`src/rtl/note_sequencer.sv`:
```
// -----------------------------------------------------------------------------
// note_sequencer
//   Score player for the two-channel square-wave note generator. It fetches
//   {dur, div_left, div_right} entries from a synchronous score ROM, holds each
//   note's dividers for dur beats and handles play/pause/stop/loop control.
//   It also owns the 3-bit volume register (range 1..5) fed to the generator.
//
//   Optional feature macro: NOTE_GAP_EN
//     When defined, the last GAP_CYCLES cycles of each note's final beat are
//     silent (articulation gap). If the beat period is not longer than
//     GAP_CYCLES, the whole last beat is silent.
//     When undefined, the dividers are held for the full note duration.
//
// Ports
//   clk, rst          system clock, asynchronous active-high reset
//   play              pulse: start from IDLE / resume from PAUSE
//   pause             pulse: pause while PLAY
//   stop              pulse: abort to IDLE (highest priority)
//   loop_en           level: restart at address 0 on end-of-score
//   tempo_sel[1:0]    beat period = BEAT_DIV >> tempo_sel, latched per note
//   vol_up, vol_down  pulses: saturating volume step
//   score_addr        registered ROM address
//   score_data[51:0]  {dur[51:44], div_left[43:22], div_right[21:0]}, 1-cycle latency
//   note_div_left/right  dividers to the note generator (22'd1 = silence)
//   volume[2:0]       volume to the note generator
//   playing           high in FETCH/LOAD/PLAY
//   done              1-cycle pulse at end of score when loop_en=0
//   state_dbg[2:0]    current FSM state encoding
//
// Control handshake: all controls are single-cycle pulses sampled on the
//   rising clock edge; there is no back-pressure. Priority stop > play > pause.
// -----------------------------------------------------------------------------
module note_sequencer #(
  parameter int ADDR_W     = 8,
  parameter int BEAT_DIV   = 12_500_000,
  parameter int GAP_CYCLES = 1_000_000
) (
  input  logic              clk,
  input  logic              rst,
  input  logic              play,
  input  logic              pause,
  input  logic              stop,
  input  logic              loop_en,
  input  logic [1:0]        tempo_sel,
  input  logic              vol_up,
  input  logic              vol_down,
  output logic [ADDR_W-1:0] score_addr,
  input  logic [51:0]       score_data,
  output logic [21:0]       note_div_left,
  output logic [21:0]       note_div_right,
  output logic [2:0]        volume,
  output logic              playing,
  output logic              done,
  output logic [2:0]        state_dbg
);

  localparam int CNT_W = $clog2(BEAT_DIV + 1);
  localparam logic [CNT_W-1:0] BEAT = CNT_W'(BEAT_DIV);
  localparam logic [21:0] SILENCE = 22'd1;

`ifdef NOTE_GAP_EN
  localparam bit GAP_EN = 1'b1;
`else
  localparam bit GAP_EN = 1'b0;
`endif

  typedef enum logic [2:0] {
    S_IDLE  = 3'd0,
    S_FETCH = 3'd1,
    S_LOAD  = 3'd2,
    S_PLAY  = 3'd3,
    S_PAUSE = 3'd4,
    S_DONE  = 3'd5
  } state_t;

  state_t           state;
  logic [7:0]       beats_left;
  logic [CNT_W-1:0] beat_cnt;
  logic [CNT_W-1:0] period;
  logic [21:0]      saved_left;
  logic [21:0]      saved_right;

  logic [7:0]       rom_dur;
  logic [21:0]      rom_left;
  logic [21:0]      rom_right;
  logic [CNT_W-1:0] period_sel;

  assign rom_dur    = score_data[51:44];
  assign rom_left   = score_data[43:22];
  assign rom_right  = score_data[21:0];
  assign period_sel = BEAT >> tempo_sel;
  assign state_dbg  = state;

  // True when the counter position (bl, cnt) lies inside the articulation gap.
  // Evaluated on the *next* counter values so the registered dividers line up
  // exactly with the counter cycle they belong to.
  function automatic logic in_gap(input logic [7:0] bl, input logic [CNT_W-1:0] cnt,
                                  input logic [CNT_W-1:0] per);
    logic [31:0] pos;
    pos = 32'(cnt) + 32'(GAP_CYCLES);
    return GAP_EN && (bl == 8'd1) && (pos >= 32'(per));
  endfunction

  always_ff @(posedge clk or posedge rst) begin
    if (rst) begin
      state          <= S_IDLE;
      score_addr     <= '0;
      note_div_left  <= SILENCE;
      note_div_right <= SILENCE;
      volume         <= 3'd3;
      playing        <= 1'b0;
      done           <= 1'b0;
      beats_left     <= '0;
      beat_cnt       <= '0;
      period         <= '0;
      saved_left     <= SILENCE;
      saved_right    <= SILENCE;
    end else begin
      // Volume is independent of the player state and of stop.
      if (vol_up && !vol_down && volume < 3'd5)
        volume <= volume + 3'd1;
      else if (vol_down && !vol_up && volume > 3'd1)
        volume <= volume - 3'd1;

      done <= 1'b0;

      if (stop) begin
        state          <= S_IDLE;
        score_addr     <= '0;
        note_div_left  <= SILENCE;
        note_div_right <= SILENCE;
        playing        <= 1'b0;
        beats_left     <= '0;
        beat_cnt       <= '0;
      end else begin
        case (state)
          S_IDLE: begin
            if (play) begin
              score_addr <= '0;
              state      <= S_FETCH;
              playing    <= 1'b1;
            end
          end

          // ROM latency cycle; the previous note keeps sounding.
          S_FETCH: state <= S_LOAD;

          S_LOAD: begin
            if (rom_dur == 8'd0) begin
              score_addr <= '0;
              if (loop_en) begin
                state <= S_FETCH;
              end else begin
                state          <= S_DONE;
                note_div_left  <= SILENCE;
                note_div_right <= SILENCE;
                playing        <= 1'b0;
                done           <= 1'b1;
              end
            end else begin
              saved_left  <= rom_left;
              saved_right <= rom_right;
              beats_left  <= rom_dur;
              beat_cnt    <= '0;
              period      <= period_sel;
              state       <= S_PLAY;
              if (in_gap(rom_dur, '0, period_sel)) begin
                note_div_left  <= SILENCE;
                note_div_right <= SILENCE;
              end else begin
                note_div_left  <= rom_left;
                note_div_right <= rom_right;
              end
            end
          end

          S_PLAY: begin
            if (pause && !play) begin
              state          <= S_PAUSE;
              playing        <= 1'b0;
              note_div_left  <= SILENCE;
              note_div_right <= SILENCE;
            end else if (beat_cnt == period - CNT_W'(1)) begin
              if (beats_left == 8'd1) begin
                // Final tick: address wraps naturally, no end-of-score implied.
                score_addr <= score_addr + ADDR_W'(1);
                beats_left <= '0;
                beat_cnt   <= '0;
                state      <= S_FETCH;
              end else begin
                beats_left <= beats_left - 8'd1;
                beat_cnt   <= '0;
                if (in_gap(beats_left - 8'd1, '0, period)) begin
                  note_div_left  <= SILENCE;
                  note_div_right <= SILENCE;
                end
              end
            end else begin
              beat_cnt <= beat_cnt + CNT_W'(1);
              if (in_gap(beats_left, beat_cnt + CNT_W'(1), period)) begin
                note_div_left  <= SILENCE;
                note_div_right <= SILENCE;
              end
            end
          end

          S_PAUSE: begin
            if (play) begin
              state   <= S_PLAY;
              playing <= 1'b1;
              if (in_gap(beats_left, beat_cnt, period)) begin
                note_div_left  <= SILENCE;
                note_div_right <= SILENCE;
              end else begin
                note_div_left  <= saved_left;
                note_div_right <= saved_right;
              end
            end
          end

          S_DONE: state <= S_IDLE;

          default: state <= S_IDLE;
        endcase
      end
    end
  end

endmodule

```
`config.mk`:
```
export PLATFORM = sky130hd
export DESIGN_NAME = note_sequencer
export DESIGN_NICKNAME = d
export VERILOG_FILES = /design/src/rtl/note_sequencer.sv
export SDC_FILE = /design/constraint.sdc
export NUM_CORES = 1
export LEC_CHECK = 0
export ABC_AREA = 1
export CAP_MARGIN = 20
export CORE_MARGIN = 3
export CORE_UTILIZATION = 38
export CTS_BUF_LIST = sky130_fd_sc_hd__clkbuf_4 sky130_fd_sc_hd__clkbuf_8
export CTS_CLUSTER_SIZE = 8
export DETAILED_ROUTE_END_ITERATION = 6
export PLACE_DENSITY = 0.66
export SYNTH_ARGS = -nofsm -noshare
export SYNTH_HDL_FRONTEND = slang
export SYNTH_SLANG_ARGS = --single-unit
```
`constraint.sdc`:
```
create_clock -name clk -period 13.3 [get_ports clk]
set_input_delay 1.995 -clock clk [delete_from_list [all_inputs] [get_ports clk]]
set_output_delay 1.995 -clock clk [all_outputs]
set_load 0.02 [all_outputs]
```
Yosys cells after proc, flatten, opt, wreduce, memory -nomap -nowiden
Cells that the tools add are included.
{"block": "totals", "reg_bits": 160, "in_bits": 62, "elab_cells": 114}
{"block": "classes", "reduce_logical": 23, "add_sub_neg": 6, "order_cmp": 2, "bitwise_logic": 2, "eq_ne": 19, "n_shift": 1, "mux": 49}
{"op": "$mux 22", "count": 8}
{"op": "$pmux 22 s3", "count": 2}
{"op": "$mux 24", "count": 4}
{"op": "$mux 8", "count": 11}
{"op": "$pmux 24 s2", "count": 1}
{"op": "$mux 3", "count": 10}
{"op": "$ne 3x3->1 const B", "count": 9}
{"op": "$add 24x1->24 const B", "count": 1}
{"op": "$eq 24x24->1", "count": 1}
{"op": "$pmux 8 s3", "count": 1}
{"op": "$shr 24x2->24 const A", "count": 1}
{"op": "$sub 24x1->24 const B", "count": 1}
{"op": "$pmux 8 s2", "count": 1}
{"op": "$pmux 3 s5", "count": 1}
{"op": "$ne 4x4->1 const B", "count": 3}
{"op": "$reduce_and 4->1", "count": 3}
{"op": "$reduce_bool 4->1", "count": 3}
{"op": "$mux 1", "count": 9}
{"op": "$add 8x1->8 const B", "count": 1}
{"op": "$eq 8x1->1 const B", "count": 1}
{"op": "$logic_not 8->1", "count": 1}
{"op": "$sub 8x1->8 const B", "count": 1}
{"op": "$eq 3x2->1 const B", "count": 2}
{"op": "$reduce_and 3->1", "count": 2}
{"op": "17 further kinds", "count": 24}

Logic depth before layout (Yosys ltp)
Gate-level depths: netlist (run 1).
{"block": "logic_depth", "ltp_word": 6, "mapped_depth": 16, "mapped_depth_nobuf": 15}

Worst setup path after synthesis (run 1)
Ideal clock, no wire load.
{"block": "synth_timing", "kind": "input-to-reg", "start": "input score_data[51]", "end": "register score_addr[2]", "path_slack_ns": 9.871, "path_stages": 10, "t_arrival_ns": 3.312, "setup_time_ns": 0.118, "path_cell_list": "inv_1 -> nand4_1 -> nor2_1 -> nor2_1 -> nand2_1 -> nand3_1 -> a21oi_2 -> nand2_2 -> nand2_1 -> nand2_1"}
{"block": "synth_via", "elab_chain_cells": 3}
{"element": "start: declaration", "line": "48", "text": "input logic [51:0] score_data,"}
{"element": "$logic_not 8->1", "line": "149", "text": "if (rom_dur == 8'd0) begin"}
{"element": "$ne 3x3->1 (no line)"}
{"element": "$reduce_and 6->1 (no line)"}
{"element": "end signal: assignment", "line": "186", "text": "score_addr <= score_addr + ADDR_W'(1);"}
{"element": "end: declaration", "line": "47", "text": "output logic [ADDR_W-1:0] score_addr,"}
Every way passes these cells.
A chain may end at the register's enable or synchronous reset.

Worst setup path in the final report (run 1)
{"block": "layout_timing", "start": "input stop", "end": "register note_div_right[10]"}
{"block": "layout_via", "elab_chain_cells": 2}
{"element": "start: declaration", "line": "42", "text": "input logic stop,"}
{"element": "$ne 4x4->1 (no line), or another cell as far along"}
{"element": "$reduce_and 4->1 (no line)"}
{"element": "end signal: assignment", "line": "172", "text": "note_div_right <= rom_right;"}
{"element": "end signal: assignment", "line": "216", "text": "note_div_right <= saved_right;"}
{"element": "end: declaration", "line": "50", "text": "output logic [21:0] note_div_right,"}
Several ways; a longest one is shown, not always the timed one.

==> impl_metrics.ini, run 1 <==
[outcome]
status = finished clean

[sta]
fin_crit_ns = 4.38
slew_violations = 0
finalSetupViolCount = 0
grt_setup_unrepaired = no
max-slew-margin-rel_pct = 43.9
fin_tns_setup_ns = 0
clock_skew_ns = 0.0117
max_freq_mhz = 228
fin_ws_ns = 8.92
period_share_pct = 33.0
tightest_slew_ns = 0.841
finalHoldViolations = 0

[detailed_routing]
wire_per_inst_microns = 14.0
drt_iter0_markers = 414
drcViolationCount = 0
drt_pass1_iterations = 6
via_per_inst = 4.94
routed-via-count = 6690
wl_microns = 19000
ant_nets = 0

[pwr]
worst_ir_drop_vdd_mv = 0.0806
power_mw = 1.41
leakage_nw = 4.40
powerDensity_mw_per_mm2 = 147

[synthesis]
synth_top_area_share_pct = 46.0
yosys.cell_types.count = 44
postSynthCellCount = 963
synth_commonest_cells = 307 x nand2_1, 142 x dfrtp_1, 100 x inv_1
synth_warnings = 0
ys_seq_area_share_pct = 48.0
yosysMostFrequentCell = nand2_1
synth_seq_cells = 148
syn_area_sq_mm = 0.00772
yosysTopAreaCell = dfrtp_1
synth_edf_count = 0
syn-num-nets = 1033
synthTopCellsByArea = dfrtp_1 46%, nand2_1 15%, inv_1 4.9%
ys.flop_type = dfrtp_1
syn_area_per_cell_sq_um = 8.02
async_reset_ff_share_pct = 100

[clock_network]
cts_resized = 0
cts_tree = built
hold_buffers = 0
cts_setup_buffers = 0
h-tree-depth = 4
cts_root_buf = clkbuf_8
insertion_delay_ns = 0.45
numCtsBuffers = 17
cts_sinks = 148
clk_pin_slew_ns = 0.09
clock_path_buffers = 2

[global_routing]
antenna_found_initial = 0
grt_pass1_wl_microns = 31200
grt_pass1_vias = 6375
gr-total-overflow = 0
grt.total_usage_pct = 17.4
grt_max_degree = 81

[floorplanning]
start_util_pct = 39.2
die_w_microns = 149
core-area_sq_mm = 0.0197
num_rows = 51
ios = 122
dieHeight_microns = 149
die_area_sq_mm = 0.0221

[layout]
syn2layout_area_growth_pct = 24.3
num-nets-final = 1147
stdcell_count = 1355
final_layout_size_suffix_gt1_share_pct = 7.43
num_antenna_cells = 0
fillers = 1857
utilization_pct = 48.7

[worst_setup_path]
critPathCaptureType = flop
critPathMaxFanout = 66
worstPathRequired_ns = 13.63
crit_type = input port to flop
crit_arrival_ns = 4.72
cp-start-kind = input port

[placement]
placed_cells = 1321
place_ws_ns = 8.44
globalplace.congestion = 0.842
dp_hpwl_microns = 13200
io_buffers = 121

[min_path]
hold_class = flop to flop

[run]
cap_viol_max_count = 0
## worst paths after layout
check,startpoint,end,slack (ns),cells past startpoint
hold / removal,saved_right[0]$_DFFE_PP1P_,saved_right[0]$_DFFE_PP1P_,0.47,2
max in group asynchronous,rst,note_div_right[0]$_DFFE_PP1P_,10.24,4
min in group asynchronous,rst,note_div_left[14]$_DFFE_PP0P_,2.02,2
setup reg to reg,state_dbg[2]$_DFFE_PP0P_,note_div_right[10]$_DFFE_PP0P_,10.41,11
setup / recovery,stop,note_div_right[10]$_DFFE_PP0P_,8.92,10
hold reg to reg,saved_right[0]$_DFFE_PP1P_,saved_right[0]$_DFFE_PP1P_,0.47,2
## metal layers
| metal | part of all wire (%) | GRT usage [%] | vias to the layer above |
|---|---|---|---|
| li1 | - | - | 3360 |
| met1 | 48 | 24.6 | 3144 |
| met5 | 0 | 0 | - |
| met3 | 4.7 | 3.87 | 23 |
| met2 | 46 | 27.0 | 163 |
| met4 | 1.4 | 5.13 | 0 |
## placed cells by master, fill, tap and decap left out, types with 2 or more instances in the layout
| cell | count |
|---|---|
| nand2_1 | 306 |
| dfrtp_1 | 142 |
| clkdlybuf4s50_1 | 121 |
| inv_1 | 99 |
| nor2_1 | 64 |
| o21ai_0 | 59 |
| nand3_1 | 52 |
| xor2_1 | 31 |
| a21oi_1 | 24 |
| a22oi_1 | 19 |
| o311ai_0 | 18 |
| clkbuf_8 | 18 |
| a21oi_2 | 11 |
| nand4_1 | 10 |
| xnor2_1 | 9 |
| nor3_1 | 9 |
| o22ai_1 | 8 |
| ha_1 | 8 |
| nand3b_1 | 6 |
| inv_6 | 6 |
| dfstp_2 | 6 |
| buf_4 | 6 |
| nor2_4 | 5 |
| nand2_2 | 5 |
| o21a_1 | 5 |
| clkinv_4 | 5 |
| nor2_2 | 4 |
| inv_2 | 3 |
| nand3_2 | 3 |
| o31ai_1 | 3 |
| a31oi_1 | 3 |
| nand2_4 | 2 |
| o21ai_1 | 2 |
| o311ai_1 | 2 |
## worst max-delay path, stage by stage
cell and delay (ns):
clkdlybuf4s50_1 0.57, inv_2 0.22, nand2_1 0.31, nor2_1 0.23, a21oi_1 0.10, nand3_2 0.07
buf_4 0.51, inv_1 0.23, nand2_2 0.33, o21ai_0 0.13
## area by class of cell
type | count | area (sq um) | share of cell area (%)
Sequential cell | 148 | 3710 | 38.7
Multi-Input combinational cell | 678 | 3470 | 36.2
Timing Repair Buffer | 129 | 1300 | 13.6
Inverter | 103 | 392 | 4.08
Tap cell | 265 | 332 | 3.45
Clock buffer | 18 | 248 | 2.58
Clock inverter | 14 | 141 | 1.47
## registers in the layout, summed over array words and instances (netlist names), 3 cells and up
name,flops
note_div_right,22
beats_left,8
volume,3
saved_right,22
beat_cnt,24
period,12
score_addr,8
saved_left,22
note_div_left,22
state_dbg,3
## stage by stage
step | hold slack, ns | cell area (sq um)
after floorplan | 0.444 | 7720
after global placement | 0.456 | 9160
after detailed placement | 0.461 | 9160
after CTS | 0.479 | 9550
after global routing | 0.501 | 9600
final | 0.474 | 9600
## power by group
group / total [mW] / leakage [nW] / switching (mW) / internal, mW
logic: 0.425 / 2.29 / 0.252 / 0.173
clock network: 0.344 / 0.197 / 0.186 / 0.158
registers: 0.643 / 1.91 / 0.0774 / 0.566
total: 1.41 / 4.40 / 0.515 / 0.897
## kinds of logic (layout without fill, tap and decap cells)
logic type | count (synthesis) | in the layout | share of synthesized area, %
flops | 148 | 148 | 48.0
simple gates | 470 | 470 | 25.7
xor+xnor | 40 | 40 | 4.54
compound gates | 159 | 159 | 13.2
mux | 1 | 1 | 0.130
fa+ha+maj | 8 | 8 | 1.30
buf+inv | 137 | 264 | 7.11
(Power assumes the default switching activity.)
==> run 2, diff against run 1 <==
Settings changed: PLACE_DENSITY 0.66 to 0.68.
Clock period 13.3 ns to 3.65 ns, I/O delays scaled along.
==> run 2 against run 1 <==
Compared with the run above: register-to-register slack lost 9.6 ns; worst hold slack lost 0.0035 ns; sequential power grew to 3.6 times the previous value; global-route usage shrank 0.064 points; cell count grew 0.37%; via count shrank 0.52%; critical path type is now flop to flop; critical endpoint is now beat_cnt[0]$_DFFE_PP0P_.
==> impl_metrics.ini, run 2 (synthesis results as in run 1) <==
[detailed_routing]
drt_pass1_iterations = 5
wl_microns = 18800
drcViolationCount = 0
drt_iter0_markers = 461
routed-via-count = 6655
via_per_inst = 4.89
wire_per_inst_microns = 13.8
ant_nets = 0

[global_routing]
grt.total_usage_pct = 17.4
gr-total-overflow = 0
grt_pass1_wl_microns = 31600
grt_pass1_vias = 6440
grt_max_degree = 66
antenna_found_initial = 0

[placement]
globalplace.congestion = 0.853
place_ws_ns = 0.700
placed_cells = 1328
dp_hpwl_microns = 13200
place_area_sq_mm = 0.00924
io_buffers = 121

[worst_setup_path]
reg2reg_depth = 12
slowest_delay_ns = 0.45
worstPathRequired_ns = 3.97
critPathCaptureType = flop
crit_path_cell_trace = inv_2 -> ha_1 -> nand2_2 -> nor2_4 -> o21ai_0 -> nand2_1 -> nand3_1 -> nor2_1 -> nand3_1 -> o21bai_4 -> buf_4 -> o21ai_0
crit_arrival_ns = 3.15
crit_type = flop to flop
cp-start-kind = flop
critPathMaxFanout = 16
critPathSlowestCell = dfrtp_1

[clock_network]
h-tree-depth = 4
cts_sinks = 148
cts_tree = built
numCtsBuffers = 17
clk_pin_slew_ns = 0.08
clock_path_buffers = 2
insertion_delay_ns = 0.45
hold_buffers = 0
cts_resized = 0
cts_root_buf = clkbuf_8
cts_setup_buffers = 0

[layout]
final_layout_size_suffix_gt1_share_pct = 7.85
final_cell_mix = 306 x nand2_1, 142 x dfrtp_1, 121 x clkdlybuf4s50_1
largest_register_ffs = 24
stdcell_count = 1360
num_antenna_cells = 0
syn2layout_area_growth_pct = 24.8
regMostFlops = beat_cnt
num-nets-final = 1152
design_area_sq_mm = 0.00964
layout_commonest_cell = nand2_1
fillers = 1887

[floorplanning]
num_rows = 51
die_area_sq_mm = 0.0221
core-area_sq_mm = 0.0197
die_w_microns = 149
ios = 122
start_util_pct = 39.2
dieHeight_microns = 149

[run]
cap_viol_max_count = 0

[sta]
finalHoldViolations = 0
fin_crit_ns = 2.83
period_share_pct = 77.4
finalSetupViolCount = 0
fin_ws_ns = 0.824
clock_skew_ns = 0.0157
max_freq_mhz = 354
tightest_slew_ns = 0.817
grt_setup_unrepaired = no
fin_tns_setup_ns = 0
slew_violations = 0
max-slew-margin-rel_pct = 45.5

[pwr]
powerDensity_mw_per_mm2 = 536
worst_ir_drop_vdd_mv = 0.293
leakage_nw = 4.42

[min_path]
hold_class = flop to flop
min_path_cells = 2

[outcome]
status = finished clean
==> run 2: changes by cell type in the layout (fill, tap and decap cells not counted), sizes merged <==
cell and change:
clkinv -1, clkinvlp +3, bufinv +1, inv -4
buf +5, clkbuf +1
==> run 2: layout make-up <==
type / instances / area (sq um) / area share [%]
Clock inverter: 13 / 149 / 1.54
Multi-Input combinational cell: 678 / 3470 / 36.0
Timing Repair Buffer: 134 / 1330 / 13.8
Clock buffer: 19 / 255 / 2.65
Sequential cell: 148 / 3710 / 38.5
Inverter: 103 / 390 / 4.05
Tap cell: 265 / 332 / 3.44
==> run 2: metrics by stage <==
step                      util [%]  hold slack, ns  total power, mW
final                         48.9           0.471             5.17
after global routing          48.9           0.499             5.54
after CTS                     48.9           0.472             5.22
after detailed placement      46.9           0.459             3.91
after global placement        46.9           0.457             3.87
after floorplan                  -           0.444             3.38
==> run 2: layer usage <==
layer | share of wire, % | vias to the layer above | GRT usage (%) | wire, microns
met3 | 4.7 | 17 | 4.42 | 893
met2 | 46 | 142 | 27.1 | 8670
met5 | 0 | - | 0 | 0
li1 | - | 3372 | - | -
met4 | 1.3 | 0 | 4.80 | 246
met1 | 48 | 3124 | 24.2 | 9020
==> run 2: path summary, 6_finish.rpt <==
kind	startpoint	endpoint	slack [ns]
worst min register to register	saved_right[0]$_DFFE_PP1P_	saved_right[0]$_DFFE_PP1P_	0.47
worst max-delay path	period[7]$_DFFE_PP0P_	beat_cnt[0]$_DFFE_PP0P_	0.82
worst min-delay path	saved_right[0]$_DFFE_PP1P_	saved_right[0]$_DFFE_PP1P_	0.47
worst max register to register	period[7]$_DFFE_PP0P_	beat_cnt[0]$_DFFE_PP0P_	0.82
min in group asynchronous	rst	score_addr[1]$_DFFE_PP0P_	0.50
max in group asynchronous	rst	volume[1]$_DFFE_PP1P_	2.25
==> run 2: report_power, final <==
part           leakage [nW]  total [mW]  internal, mW  switching, mW
clock network         0.197        1.30         0.642          0.655
registers              1.91        2.33          2.06          0.272
logic                  2.30        1.54         0.634          0.907
total                  4.42        5.17          3.34           1.83
==> run 2: worst max-delay path, delay by kind of cell (launching register included) <==
| kind | cells | cell delay, ns |
|---|---|---|
| AOI/OAI and AO/OA | 3 | 0.64 |
| buffers and inverters | 2 | 0.49 |
| DFF | 1 | 0.45 |
| adders and majority gates | 1 | 0.30 |
| and+or+nand+nor | 6 | 0.83 |
==> run 3, diff against run 2 <==
Clock period 3.65 ns to 2.4 ns, I/O delays scaled along.
==> run 3 against run 2 <==
Compared with the run above: maximum frequency grew 23%; first-iteration DRC count down 6.1%; critical endpoint is now score_addr[7]$_DFFE_PP0P_; highest routed layer unchanged; clock power rose by 45%; count of clock-buffer cells in the layout is 2 lower; die area did not move; setup slack lost 0.72 ns; largest cell class unchanged; via count increased by 3.7%; worst hold slack got worse by 0.31 ns.
==> impl_metrics.ini, run 3 (synthesis results as in run 1) <==
[layout]
layout_commonest_cell = nand2_1
syn2layout_area_growth_pct = 29.0
design_area_sq_mm = 0.00996
stdcell_count = 1389
largest_register_ffs = 24
utilization_pct = 50.5
final_layout_size_suffix_gt1_share_pct = 10.9
regMostFlops = beat_cnt
num-nets-final = 1181
seqCellArea_sq_mm = 0.00371
final_cell_mix = 306 x nand2_1, 140 x dfrtp_1, 121 x clkdlybuf4s50_1
multi_input_area_sq_mm = 0.00350
fillers = 1858
num_antenna_cells = 0

[worst_setup_path]
timing.critical_path.buf_inv = 3
critPathSlowestCell = dfrtp_2
slowest_delay_ns = 0.45
critPathMaxFanout = 11
crit_top_cell = nand2_1
critPathCaptureType = flop
crit_path_cell_trace = nor2_4 -> nand2_4 -> nor2_4 -> buf_4 -> nand2_1 -> nand3_1 -> nand2_1 -> nor2_1 -> nand3_2 -> o21bai_4 -> buf_4 -> clkbuf_16 -> nand3_1 -> nand2_1
crit_family = simple AND/OR/NAND/NOR gates
reg2reg_depth = 14
crit_type = flop to flop
cp.depth = 14
cp-start-kind = flop
crit_arrival_ns = 2.69
worstPathRequired_ns = 2.79

[clock_network]
cts_root_buf = clkbuf_8
insertion_delay_ns = 0.45
hold_buffers = 0
cts_tree = built
numCtsBuffers = 17
h-tree-depth = 4
cts_sinks = 148
clk_pin_slew_ns = 0.09
clock_path_buffers = 2

[detailed_routing]
routed-via-count = 6903
via_per_inst = 4.97
drt_pass1_iterations = 5
ant_nets = 0
wire_per_inst_microns = 14.1
drcViolationCount = 0
drt_iter0_markers = 433
wl_microns = 19600

[floorplanning]
start_util_pct = 39.2
ios = 122
dieHeight_microns = 149
die_w_microns = 149
die_area_sq_mm = 0.0221
core-area_sq_mm = 0.0197
num_rows = 51

[run]
cap_viol_max_count = 0

[pwr]
internal-power_mw = 5.08
power_mw = 7.98
p_comb_share_pct = 32.0
worst_ir_drop_vdd_mv = 0.383
p_seq_share_pct = 44.2
switching_power_mw = 2.91
leakage_nw = 4.60
powerDensity_mw_per_mm2 = 801
swShare_pct = 36.4
power_frac_clock_pct = 23.7

[sta]
period_share_pct = 95.8
slew_violations = 0
max_freq_mhz = 435
tightest_slew_ns = 0.399
finalHoldViolations = 0
clock_skew_ns = 0.0117
fin_crit_ns = 2.30
max-slew-margin-rel_pct = 73.4
finalSetupViolCount = 0

[global_routing]
gr-total-overflow = 0
grt_pass1_wl_microns = 32600
antenna_found_initial = 0
grt.total_usage_pct = 18.0
grt_pass1_vias = 6564
grt_max_degree = 74

[placement]
io_buffers = 121
globalplace.congestion = 0.852
dp_hpwl_microns = 13700
placed_cells = 1350
place_area_sq_mm = 0.00947

[min_path]
hold_class = input port to async pin

[outcome]
status = finished clean
==> run 3: area by class of cell <==
class                      instances  area share (%)
timing repair buffer             163            16.5
tap                              265            3.33
clock inverter                    15            1.49
sequential                       148            37.3
clock buffer                      17            2.35
inverter                         103            3.92
multi-input combinational        678            35.1
==> run 3: repair_timing <==
item	in CTS	in global routing
endpoints found under the setup margin	0	34
resized for setup	0	9
endpoints found under the hold margin	0	0
setup buffers	0	6
==> run 3: final timing paths <==
path | end | from | slack [ns]
worst max-delay path | score_addr[7]$_DFFE_PP0P_ | period[5]$_DFFE_PP0P_ | 0.10
worst min register to register | saved_right[0]$_DFFE_PP1P_ | saved_right[0]$_DFFE_PP1P_ | 0.47
worst min-delay path | saved_right[5]$_DFFE_PP0P_ | rst | 0.17
min in group clk | saved_left[0]$_DFFE_PP1P_ | score_data[22] | 0.42
max in group asynchronous | period[19]$_DFFE_PP0P_ | rst | 1.59
worst max register to register | score_addr[7]$_DFFE_PP0P_ | period[5]$_DFFE_PP0P_ | 0.10
==> run 3: metal layers <==
metal / global-route usage [%] / wire length (microns) / vias to the layer above / part of all wire (%)
met5: 0 / 0 / - / 0
met4: 4.34 / 311 / 0 / 1.6
met3: 4.42 / 1070 / 26 / 5.5
met2: 28.5 / 9180 / 184 / 47
met1: 24.9 / 9080 / 3259 / 46
li1: - / - / 3434 / -
==> run 3: power groups by stage <==
stage | sequential, mW | combinational, mW | clock (mW)
after floorplan | 3.66 | 1.49 | 0
after global placement | 3.55 | 2.47 | 0
after detailed placement | 3.56 | 2.52 | 0
after CTS | 3.52 | 2.53 | 1.95
after global routing | 3.60 | 2.89 | 2.08
final | 3.53 | 2.56 | 1.89
==> run 3: stage by stage <==
| stage | hold slack [ns] | setup TNS [ns] | worst slack (ns) |
|---|---|---|---|
| after global placement | 0.456 | 0 | 0.142 |
| after CTS | 0.145 | 0 | 0.0327 |
| after global routing | 0.149 | -0.178 | -0.0263 |
| final | 0.165 | 0 | 0.101 |
| after floorplan | 0.444 | 0 | 0.184 |
| after detailed placement | 0.459 | 0 | 0.0567 |
==> run 3: worst reg2reg max path, stage by stage (launching register included) <==
cell and delay, ns:
dfrtp_2 0.45, nor2_4 0.22, nand2_4 0.11, nor2_4 0.22, buf_4 0.14, nand2_1 0.05
nand3_1 0.09, nand2_1 0.06, nor2_1 0.13, nand3_2 0.13, o21bai_4 0.18, buf_4 0.15
clkbuf_16 0.15, nand3_1 0.07, nand2_1 0.07
